$ cat src/rtl/fetch_controller_if.sv
// fetch_controller_if: instruction-memory request/response handshake
interface fetch_controller_if;
  logic        req;
  logic        gnt;
  logic        rvalid;
  logic [31:0] rdata;
  modport master (output req, input gnt, input rvalid, input rdata);
  modport slave (input req, output gnt, output rvalid, output rdata);
endinterface

$ cat src/rtl/fetch_controller.sv
// fetch_controller: fetch-stage PC sequencing, imem handshake and instruction hold
module fetch_controller #(
  parameter logic [31:0] NOP_INSTR = 32'h0000_0013,
  parameter int unsigned CNT_WIDTH = 32
) (
  input  logic                 clk,
  input  logic                 reset,
  fetch_controller_if.master   imem,
  input  logic [31:0]          F_pc_current,
  input  logic                 E_branch_jal_taken,
  input  logic                 E_jalr_taken,
  input  logic                 D_ready,
  output logic                 F_pc_en,
  output logic [1:0]           F_pc_src_sel,
  output logic [31:0]          F_instr,
  output logic [31:0]          F_instr_pc,
  output logic                 F_instr_valid,
  output logic [CNT_WIDTH-1:0] fetch_cnt
);
  localparam logic [2:0] IDLE = 3'd0;
  localparam logic [2:0] REQ  = 3'd1;
  localparam logic [2:0] WAIT = 3'd2;
  localparam logic [2:0] HOLD = 3'd3;
  localparam logic [2:0] DROP = 3'd4;
  logic [2:0] state;
  logic       redirect;
  logic       granted;
  assign redirect     = E_branch_jal_taken | E_jalr_taken;
  assign imem.req     = ~redirect & ((state == REQ) | ((state == HOLD) & D_ready));
  assign granted      = imem.req & imem.gnt;
  assign F_pc_en      = redirect | granted;
  assign F_pc_src_sel = E_branch_jal_taken ? 2'b01 : E_jalr_taken ? 2'b10 : 2'b00;
  always_ff @(posedge clk) begin
    if (!reset) begin
      state         <= IDLE;
      F_instr       <= NOP_INSTR;
      F_instr_pc    <= '0;
      F_instr_valid <= 1'b0;
      fetch_cnt     <= '0;
    end else begin
      if (granted) F_instr_pc <= F_pc_current;
      case (state)
        IDLE: state <= REQ;
        REQ: state <= granted ? WAIT : REQ;
        WAIT: begin
          if (imem.rvalid && !redirect) begin
            F_instr       <= imem.rdata;
            F_instr_valid <= 1'b1;
            state         <= HOLD;
          end else if (redirect) begin
            state <= imem.rvalid ? REQ : DROP;
          end
        end
        // the response owed to a pre-redirect request is swallowed here
        DROP: state <= imem.rvalid ? REQ : DROP;
        HOLD: begin
          if (redirect) begin
            F_instr       <= NOP_INSTR;
            F_instr_valid <= 1'b0;
            state         <= REQ;
          end else if (D_ready) begin
            fetch_cnt     <= fetch_cnt + 1'b1;
            F_instr_valid <= 1'b0;
            state         <= granted ? WAIT : REQ;
          end
        end
        default: state <= IDLE;
      endcase
    end
  end
endmodule

$ cat src/flat_wrapper.sv
// flat-port wrapper written by rule: the top's interface ports become plain ports
module fetch_controller_flat 
#(
  parameter logic [31:0] NOP_INSTR = 32'h0000_0013,
  parameter int unsigned CNT_WIDTH = 32
)
  (clk, reset, F_pc_current, E_branch_jal_taken, E_jalr_taken, D_ready, F_pc_en, F_pc_src_sel, F_instr, F_instr_pc, F_instr_valid, fetch_cnt, imem_req, imem_gnt, imem_rvalid, imem_rdata);
  fetch_controller_if imem_i ();
  input  logic clk;
  input  logic reset;
  input  logic [31:0] F_pc_current;
  input  logic E_branch_jal_taken;
  input  logic E_jalr_taken;
  input  logic D_ready;
  output logic F_pc_en;
  output logic [1:0] F_pc_src_sel;
  output logic [31:0] F_instr;
  output logic [31:0] F_instr_pc;
  output logic F_instr_valid;
  output logic [CNT_WIDTH-1:0] fetch_cnt;
  output wire logic [$bits(imem_i.req)-1:0] imem_req;
  input wire logic [$bits(imem_i.gnt)-1:0] imem_gnt;
  input wire logic [$bits(imem_i.rvalid)-1:0] imem_rvalid;
  input wire logic [$bits(imem_i.rdata)-1:0] imem_rdata;
  assign imem_req = imem_i.req;
  assign imem_i.gnt = imem_gnt;
  assign imem_i.rvalid = imem_rvalid;
  assign imem_i.rdata = imem_rdata;
  fetch_controller #(.NOP_INSTR(NOP_INSTR), .CNT_WIDTH(CNT_WIDTH)) u_core (.clk(clk), .reset(reset), .imem(imem_i), .F_pc_current(F_pc_current), .E_branch_jal_taken(E_branch_jal_taken), .E_jalr_taken(E_jalr_taken), .D_ready(D_ready), .F_pc_en(F_pc_en), .F_pc_src_sel(F_pc_src_sel), .F_instr(F_instr), .F_instr_pc(F_instr_pc), .F_instr_valid(F_instr_valid), .fetch_cnt(fetch_cnt));
endmodule
$ cat config.mk
export PLATFORM = sky130hd
export DESIGN_NAME = fetch_controller_flat
export DESIGN_NICKNAME = d
export VERILOG_FILES = /design/src/rtl/fetch_controller_if.sv /design/src/rtl/fetch_controller.sv /design/src/flat_wrapper.sv
export SDC_FILE = /design/constraint.sdc
export NUM_CORES = 1
export LEC_CHECK = 0
export ABC_AREA = 1
export CAP_MARGIN = 15
export CORE_MARGIN = 5
export CORE_UTILIZATION = 40
export CTS_BUF_LIST = sky130_fd_sc_hd__clkbuf_2
export CTS_CLUSTER_DIAMETER = 100
export CTS_CLUSTER_SIZE = 20
export DETAILED_ROUTE_END_ITERATION = 10
export GPL_TIMING_DRIVEN = 0
export HOLD_SLACK_MARGIN = 0.02
export PLACE_DENSITY = 0.8
export SLEW_MARGIN = 20
export SYNTH_ARGS = -nofsm -noshare
export SYNTH_HDL_FRONTEND = slang
export SYNTH_SLANG_ARGS = --single-unit
export TNS_END_PERCENT = 100
$ cat constraint.sdc
create_clock -name clk -period 1.8 [get_ports clk]
set_clock_uncertainty 0.1 [all_clocks]
set_input_delay 0.45 -clock clk [delete_from_list [all_inputs] [get_ports clk]]
set_output_delay 0.45 -clock clk [all_outputs]
set_load 0.1 [all_outputs]
## After elaboration in Yosys (flattened, before gate mapping)

Index checks and enable logic that the tools add are counted.

| word-level totals | value |
|---|---|
| register bits | 100 |
| bits in latches | 0 |
| memory bits (writable) | 0 |
| bits in read-only memories | 0 |
| input port bits | 71 |
| output and inout port bits | 101 |
| memories | 0 |

| operators by class | value |
|---|---|
| add/sub/neg operators | 1 |
| $mul | 0 |
| div/mod/pow operators | 0 |
| $lt $le $gt $ge | 0 |
| eq/ne operators | 8 |
| shift-type cells | 0 |
| muxes and demuxes | 16 |
| bitwise logic cells | 7 |
| reduce and logical (&&, ||, !) cells | 8 |

Operators by type and width:

| operator | count |
|---|---|
| 32-bit 2-to-1 mux | 2 |
| 32-bit one-hot mux with 2 select lines | 1 |
| 32-bit by 1-bit adder with 32-bit output, second input constant | 1 |
| 3-bit 2-to-1 mux | 5 |
| 3-bit one-hot mux with 5 select lines | 1 |
| 3-bit AND reduction | 3 |
| 3-bit by 2-bit equality test with 1-bit output, second input constant | 2 |
| 2-bit 2-to-1 mux | 3 |
| 2-bit by 1-bit != test with 1-bit output, second input constant | 2 |
| 1-bit AND | 3 |
| 3-bit by 1-bit equality test with 1-bit output, second input constant | 1 |
| 3-bit equality test, second input constant | 1 |
| 3-bit logical NOT | 1 |
| 1-bit 2-to-1 mux | 3 |
| 3-bit by 1-bit != test with 1-bit output, second input constant | 1 |
| 3-bit by 2-bit != test with 1-bit output, second input constant | 1 |
| 1-bit OR | 3 |
| 1-bit one-hot mux with 2 select lines | 1 |
| 2-bit AND reduction | 1 |
| 2-bit nonzero test | 1 |
| 1-bit logical AND | 1 |
| 1-bit logical NOT | 1 |
| 1-bit inverter | 1 |

## Depth between registers and ports, before layout

Gate-level depths: netlist (run 1).

| logic depth | value |
|---|---|
| word-level depth | 9 |
| mapped depth | 9 |
| depth with buffers taken out | 9 |

## Worst setup path before layout (run 1)

Ideal clock, no wire load.

| timing path | value |
|---|---|
| path kind | input to output |
| start point | in E_jalr_taken |
| end point | out F_pc_en |
| arrival | 1926 ps |
| required time | 1250 ps |
| slack | -676 ps |
| cell stages on the path | 7 |
| buffers on the path | 2 |
| cell sequence | nor2_2 > nand2_1 > nor2_8 > buf_8 > o21ai_4 > buf_6 > nand2_1 |

| on the way | value |
|---|---|
| cells in the longest elaborated chain, start to end | 5 |

RTL lines:

| what | line | source |
|---|---|---|
| start, declared | flat_wrapper.sv:13 | `input logic E_jalr_taken;` |
| 1-bit OR * | fetch_controller.sv:28 | `assign redirect = E_branch_jal_taken \| E_jalr_taken;` |
| 1-bit inverter (no line) | n/a |  |
| 1-bit AND | fetch_controller.sv:29 | `assign imem.req = ~redirect & ((state == REQ) \| ((state == HOLD) & D_ready));` |
| 1-bit AND | fetch_controller.sv:30 | `assign granted = imem.req & imem.gnt;` |
| 1-bit OR * | fetch_controller.sv:31 | `assign F_pc_en = redirect \| granted;` |
| end, declared | flat_wrapper.sv:15 | `output logic F_pc_en;` |

Mark *: on every way between the ends. The rest lies on a longest branch, timed or not.

## Worst setup path in the final report (run 1)

| timing path | value |
|---|---|
| start point | reg u_core.state[2] |
| end point | out F_pc_en |

| on the way | value |
|---|---|
| cells in the longest elaborated chain, start to end | 6 |

RTL lines:

| what | line | source |
|---|---|---|
| start, declared | fetch_controller.sv:25 | `logic [2:0] state;` |
| start signal, assigned | fetch_controller.sv:44 | `REQ: state <= granted ? WAIT : REQ;` |
| start signal, assigned | fetch_controller.sv:51 | `state <= imem.rvalid ? REQ : DROP;` |
| start signal, assigned | fetch_controller.sv:55 | `DROP: state <= imem.rvalid ? REQ : DROP;` |
| 3-bit by 2-bit equality test with 1-bit output | fetch_controller.sv:29 |  |
| 1-bit AND | fetch_controller.sv:29 |  |
| 1-bit OR * | fetch_controller.sv:29 |  |
| 1-bit AND * | fetch_controller.sv:29 |  |
| 1-bit AND * | fetch_controller.sv:30 |  |
| 1-bit OR * | fetch_controller.sv:31 |  |

Marks and branches as above.

==> flow_metrics.tcl, run 1 <==
set metrics [dict create \
    placed_area_sq_um 6270 \
    h-tree-depth 3 \
    yosys.area.top_type "dfxtp_1" \
    post-route-util_pct 69.9 \
    path_buf_inv 3 \
    wl_per_cell_um 15.3 \
    netlist_area_sq_um 4300 \
    finish.net_count 862 \
    status "complete, but fails checks" \
    wl_mm 14.2 \
    clkTransAtPathRegs_ns 0.28 \
    period_needed_ns 2.25 \
    ant_nets 0 \
    setup_ws_ns -0.454 \
    tightest_slew_ns 0.583 \
    cp.required_ns 1.25 \
    io_buffers 169 \
    first_pass_iters 5 \
    rsz0062_at_grt "yes" \
    grt_pass1_wl_mm 22.1 \
    critPathKind "reg2out" \
    ios 172 \
    initial_utilization_pct 41.3 \
    via_count 4783 \
    yosys_warnings 0 \
    yosysUniqueCellTypes 33 \
    crit_arrival_ns 1.70 \
    die_w_um 114 \
    core-area_sq_um 10400 \
    ys_ff_latch 100 \
    syn_nets 657 \
    drc 0 \
    cp-start-kind "flip-flop" \
    cts_tree "yes" \
    clock_path_buffers 2 \
    n_fill_cell 779 \
    worst_hold_slack_ns 0.194 \
    fmax_mhz 444 \
    antenna_found_initial 1 \
    final.setup.tns_ns -0.886 \
    finalWeightedCongestion 0.908 \
    finalHoldViolCount 0 \
    finalMaxSlewViolations 0 \
    mostFrequentLayoutCells "nand2_1, a21oi_1, buf_8" \
    violations "negative setup slack" \
    area_growth_pct 69.1 \
    gr-usage-all-layers_pct 20.7 \
    die_area_sq_um 12900 \
    layout_commonest_cell "nand2_1" \
    max_stage_delay_ns 0.42 \
    crit_family "flip-flops" \
    yosysSeqAreaShare_pct 46.5 \
    synth_area_leaders "dfxtp_1, nand2_1, a21oi_1, nand3_1, nor2_1" \
    worst_hold_path_type "in2reg" \
    clk_latency_ns 0.55 \
    p_leak_nw 2.84 \
    drive_gt1_share_pct 34.8 \
    ir_drop_mv 0.306 \
    maxSlewHeadroom_pct 60.8 \
    crit_fanout 4 \
    finalPower_mw 4.06 \
    fp.dieH_um 114 \
    setup_violations 2 \
    postLayoutCellArea_sq_um 7280 \
    avgSynthCellArea_sq_um 7.36 \
    grt_max_degree 18 \
    maxCapViolations 0 \
    end_kind "output pin" \
    crit_chain "inv_4 -> nand3_4 -> nor2_8 -> buf_8 -> o21ai_4 -> nand2_8 -> buf_12" \
    numClockSinks 100 \
    first_global_vias 4696 \
    pwr_density_cell_nw_per_um2 558 \
    cpMaxStageDelayCell "dfxtp_2" \
    fp-row-count 37 \
    synth_top_area_share_pct 46.5 \
    post-dp-hpwl_mm 10.2 \
    synthCells 585 \
    cts-buffers-inserted 9 \
    avgViaCountPerCell 5.13 \
    drtIter0Drc 347 \
    cts-root-buf "clkbuf_2" \
    overflow 0 \
    period_share_pct 125 \
]
registers in the layout, summed over array words and instances, names as in the netlist:
register and cells:
u_core.F_instr_pc 32, u_core.state 3, u_core.F_instr_valid 1, u_core.fetch_cnt 32, u_core.F_instr 32
worst min-delay path: cells and delay by family:
kind | cells | cell delay (ns)
buffers and inverters | 1 | 0.19
AND/OR/NAND/NOR | 1 | 0.14
AO/OA/AOI/OAI | 1 | 0.06
power by group:
group / switching (mW) / total (mW) / internal [mW]
registers: 0.0212 / 2.23 / 2.20
logic: 0.325 / 0.571 / 0.246
clock network: 0.800 / 1.27 / 0.466
total: 1.15 / 4.06 / 2.92
synthesized netlist by cell type:
library cell  number
nand2_1          163
dfxtp_1          100
a21oi_1           81
nor2_1            53
nand3_1           52
inv_1             41
nor3_1            17
clkbuf_1          12
o21ai_0           12
buf_2              7
nand4_1            7
inv_2              4
buf_4              3
buf_6              3
nand3_4            3
nor2_4             3
o211ai_1           3
buf_1              2
nor2_2             2
nor2_8             2
o21ai_4            2
xor2_1             2
a31oi_1            1
and3_2             1
buf_8              1
ha_1               1
nand3_2            1
nand4_4            1
nor3b_1            1
nor4_1             1
o21a_1             1
o21ai_2            1
xnor2_1            1
routing by layer:
metal | share of wire, % | GRT usage (%)
met5 | 0 | 0
met4 | 2.7 | 7.05
met3 | 8.8 | 6.21
met2 | 51 | 36.2
met1 | 38 | 23.9
repair_timing:
action	in CTS	in global routing
pin swaps	4	3
resized for setup	760	142
setup endpoints to repair	128	149
hold buffers	0	0
buffers inserted	11	16
cells by family after synthesis:
family | Yosys count | share of synthesized area (%)
AOI/OAI and AO/OA | 101 | 12.6
buffers and inverters | 73 | 7.62
DFF | 100 | 46.5
adders and majority gates | 1 | 0.291
and+or+nand+nor | 307 | 32.3
xor gates and xnor gates | 3 | 0.611
stage by stage:
stage               std cells  setup slack (ns)
floorplan                 585            -0.189
global placement          890             -1.93
detailed placement        890             -1.94
CTS                       916            -0.480
global route              932            -0.559
finish                    932            -0.454
worst paths after layout:
| kind | startpoint | to | slack, ns | cells after the start |
|---|---|---|---|---|
| worst min-delay path | imem_gnt | u_core.F_instr_pc[18] | 0.19 | 3 |
| worst max register to register | u_core.state[2] | u_core.F_instr_pc[6] | 0.04 | 10 |
| worst max-delay path | u_core.state[2] | F_pc_en | -0.45 | 7 |
| worst min register to register | u_core.F_instr_pc[3] | u_core.F_instr_pc[3] | 0.40 | 2 |
cell type report:
cell class / count / area (sq um) / share of cell area, %
clock buffer: 9 / 45.0 / 0.619
clock inverter: 7 / 97.6 / 1.34
antenna: 1 / 2.50 / 0.0344
buffer: 27 / 164 / 2.25
multi-input combinational: 412 / 2050 / 28.1
tap: 136 / 170 / 2.34
timing repair buffer: 195 / 2400 / 33.0
inverter: 45 / 171 / 2.36
sequential: 100 / 2180 / 29.9
Note: power is estimated with default switching activity, not from simulation.
==> run 2: changes to the inputs <==
Settings changed: CORE_UTILIZATION 40 to 48, PLACE_DENSITY 0.8 to 0.89.
Clock period 1.8 ns to 2.76 ns, I/O delays scaled along.
==> flow_metrics.tcl, run 2 (synthesis gave the netlist of run 1 again) <==
set metrics [dict create \
    final.setup.tns_ns -0.0133 \
    crit_arrival_ns 1.98 \
    drive_gt1_share_pct 8.91 \
    p_leak_nw 2.70 \
    cp.required_ns 1.97 \
    fmax_mhz 361 \
    ios 172 \
    postLayoutCellArea_sq_um 6190 \
    rr_worst_depth 8 \
    antenna_found_initial 1 \
    ctsHoldBuffers 0 \
    drtIter0Drc 234 \
    finalWeightedCongestion 0.962 \
    setup_ws_ns -0.0133 \
    cts-buffers-inserted 9 \
    period_needed_ns 2.77 \
    finish.net_count 841 \
    ir_drop_mv 0.283 \
    maxCapViolations 0 \
    finalHoldViolCount 0 \
    first_global_vias 4530 \
    startpoint "E_jalr_taken" \
    pwr_density_cell_nw_per_um2 419 \
    r2r_slack_ns 0.95 \
    setup_violations 1 \
    h-tree-depth 3 \
    violations "negative setup slack" \
    hp-start "u_core.F_instr[28]" \
    mostFrequentLayoutCells "nand2_1, dfxtp_1, dlygate4sd2_1" \
    avgViaCountPerCell 5.20 \
    io_buffers 169 \
    cts-root-buf "clkbuf_2" \
    overflow 0 \
    die_w_um 105 \
    period_share_pct 100 \
    crit_fanout 10 \
    end_kind "output pin" \
    first_pass_iters 6 \
    largestRegisters "u_core.F_instr x32, u_core.F_instr_pc x32, u_core.fetch_cnt x32" \
    worst_hold_slack_ns 0.375 \
    r2r_start "u_core.fetch_cnt[0]" \
    cp-start-kind "primary input" \
    maxSlewHeadroom_pct 33.6 \
    min_to "u_core.F_instr[28]" \
    drc 0 \
    clock_path_buffers 2 \
    core-area_sq_um 8720 \
    grt_max_degree 17 \
    finalMaxSlewViolations 0 \
    tightest_slew_ns 0.999 \
    stdcell_count 883 \
    numClockSinks 100 \
    clkTransAtPathRegs_ns 0.23 \
    reg2reg_to "u_core.fetch_cnt[30]" \
    critPathKind "in2out" \
    placedCellCount 862 \
    ant_nets 0 \
    fp.dieH_um 105 \
    initial_utilization_pct 49.3 \
    wl_per_cell_um 14.8 \
    status "complete, but fails checks" \
    placed_area_sq_um 6130 \
    pre_cts_ws_ns -1.50 \
    hold_path_depth 2 \
    gr-usage-all-layers_pct 23.3 \
    grt_pass1_wl_mm 21.5 \
    clk_latency_ns 0.52 \
    wl_mm 13.1 \
    rsz0062_at_grt "yes" \
    die_area_sq_um 11000 \
    via_count 4591 \
    post-dp-hpwl_mm 10.3 \
    fp-row-count 34 \
    cts_tree "yes" \
    worst_hold_path_type "reg2reg" \
    area_growth_pct 43.9 \
    layout_commonest_cell "nand2_1" \
]
-- run 2: cell count changes in the layout (fill, tap and decap cells not counted), sizes merged --
| cell | change |
|---|---|
| clkdlybuf4s50 | -1 |
| clkbuf | +9 |
| inv | -1 |
| buf | -119 |
| clkdlybuf4s15 | +6 |
| clkinv | -1 |
| dlygate4sd2 | +86 |
-- run 2: repair_timing --
item | 4_1_cts | 5_1_grt
setup endpoints to repair | 101 | 12
resized for setup | 130 | 19
setup buffers | 4 | 0
pin swaps | 4 | 0
-- run 2: stage by stage --
stage	total power [mW]	util, %
2_1_floorplan	1.68	-
3_3_place_gp	1.83	70.3
3_5_place_dp	1.83	70.3
4_1_cts	2.61	71.2
5_1_grt	2.70	71.0
6_report	2.60	71.0
-- run 2: report_power, final --
group          internal (mW)  switching (mW)  total [mW]
logic                  0.132           0.204       0.335
registers               1.46         0.00865        1.47
clock network          0.310           0.479       0.789
total                   1.90           0.691        2.60
-- run 2: how the worst max path moves through the flow --
stage / cells after the start / end / slack [ns]
floorplan: 2 / F_pc_src_sel[1] / 0.002
global placement: 9 / F_pc_en / -1.47
detailed placement: 9 / F_pc_en / -1.50
CTS: 7 / F_pc_en / 0.0005
global route: 9 / F_pc_en / -0.07
finish: 9 / F_pc_en / -0.01
-- run 2: critical path, stage by stage --
cell and delay, ns:
dlygate4sd2_1 0.26, nor2_4 0.14, nand2_2 0.11, nor2_8 0.14, buf_8 0.15, o21ai_4 0.06
buf_6 0.16, nand2_2 0.08, buf_12 0.17
-- run 2: layer usage --
| layer | global-route usage, % | vias to the layer above | wire (um) |
|---|---|---|---|
| li1 | - | 2278 | - |
| met1 | 26.2 | 2083 | 4990 |
| met2 | 41.2 | 207 | 6590 |
| met3 | 7.89 | 23 | 1310 |
| met4 | 7.95 | 0 | 201 |
| met5 | 0 | - | 0 |
-- run 2: area by class of cell --
type | instances | area, sq um
antenna | 1 | 2.50
buffer | 28 | 163
clock buffer | 11 | 55.1
clock inverter | 5 | 83.8
fill | 732 | 2530
inverter | 45 | 169
multi-input combinational | 412 | 1990
sequential | 100 | 2000
tap | 108 | 135
timing repair buffer | 173 | 1590
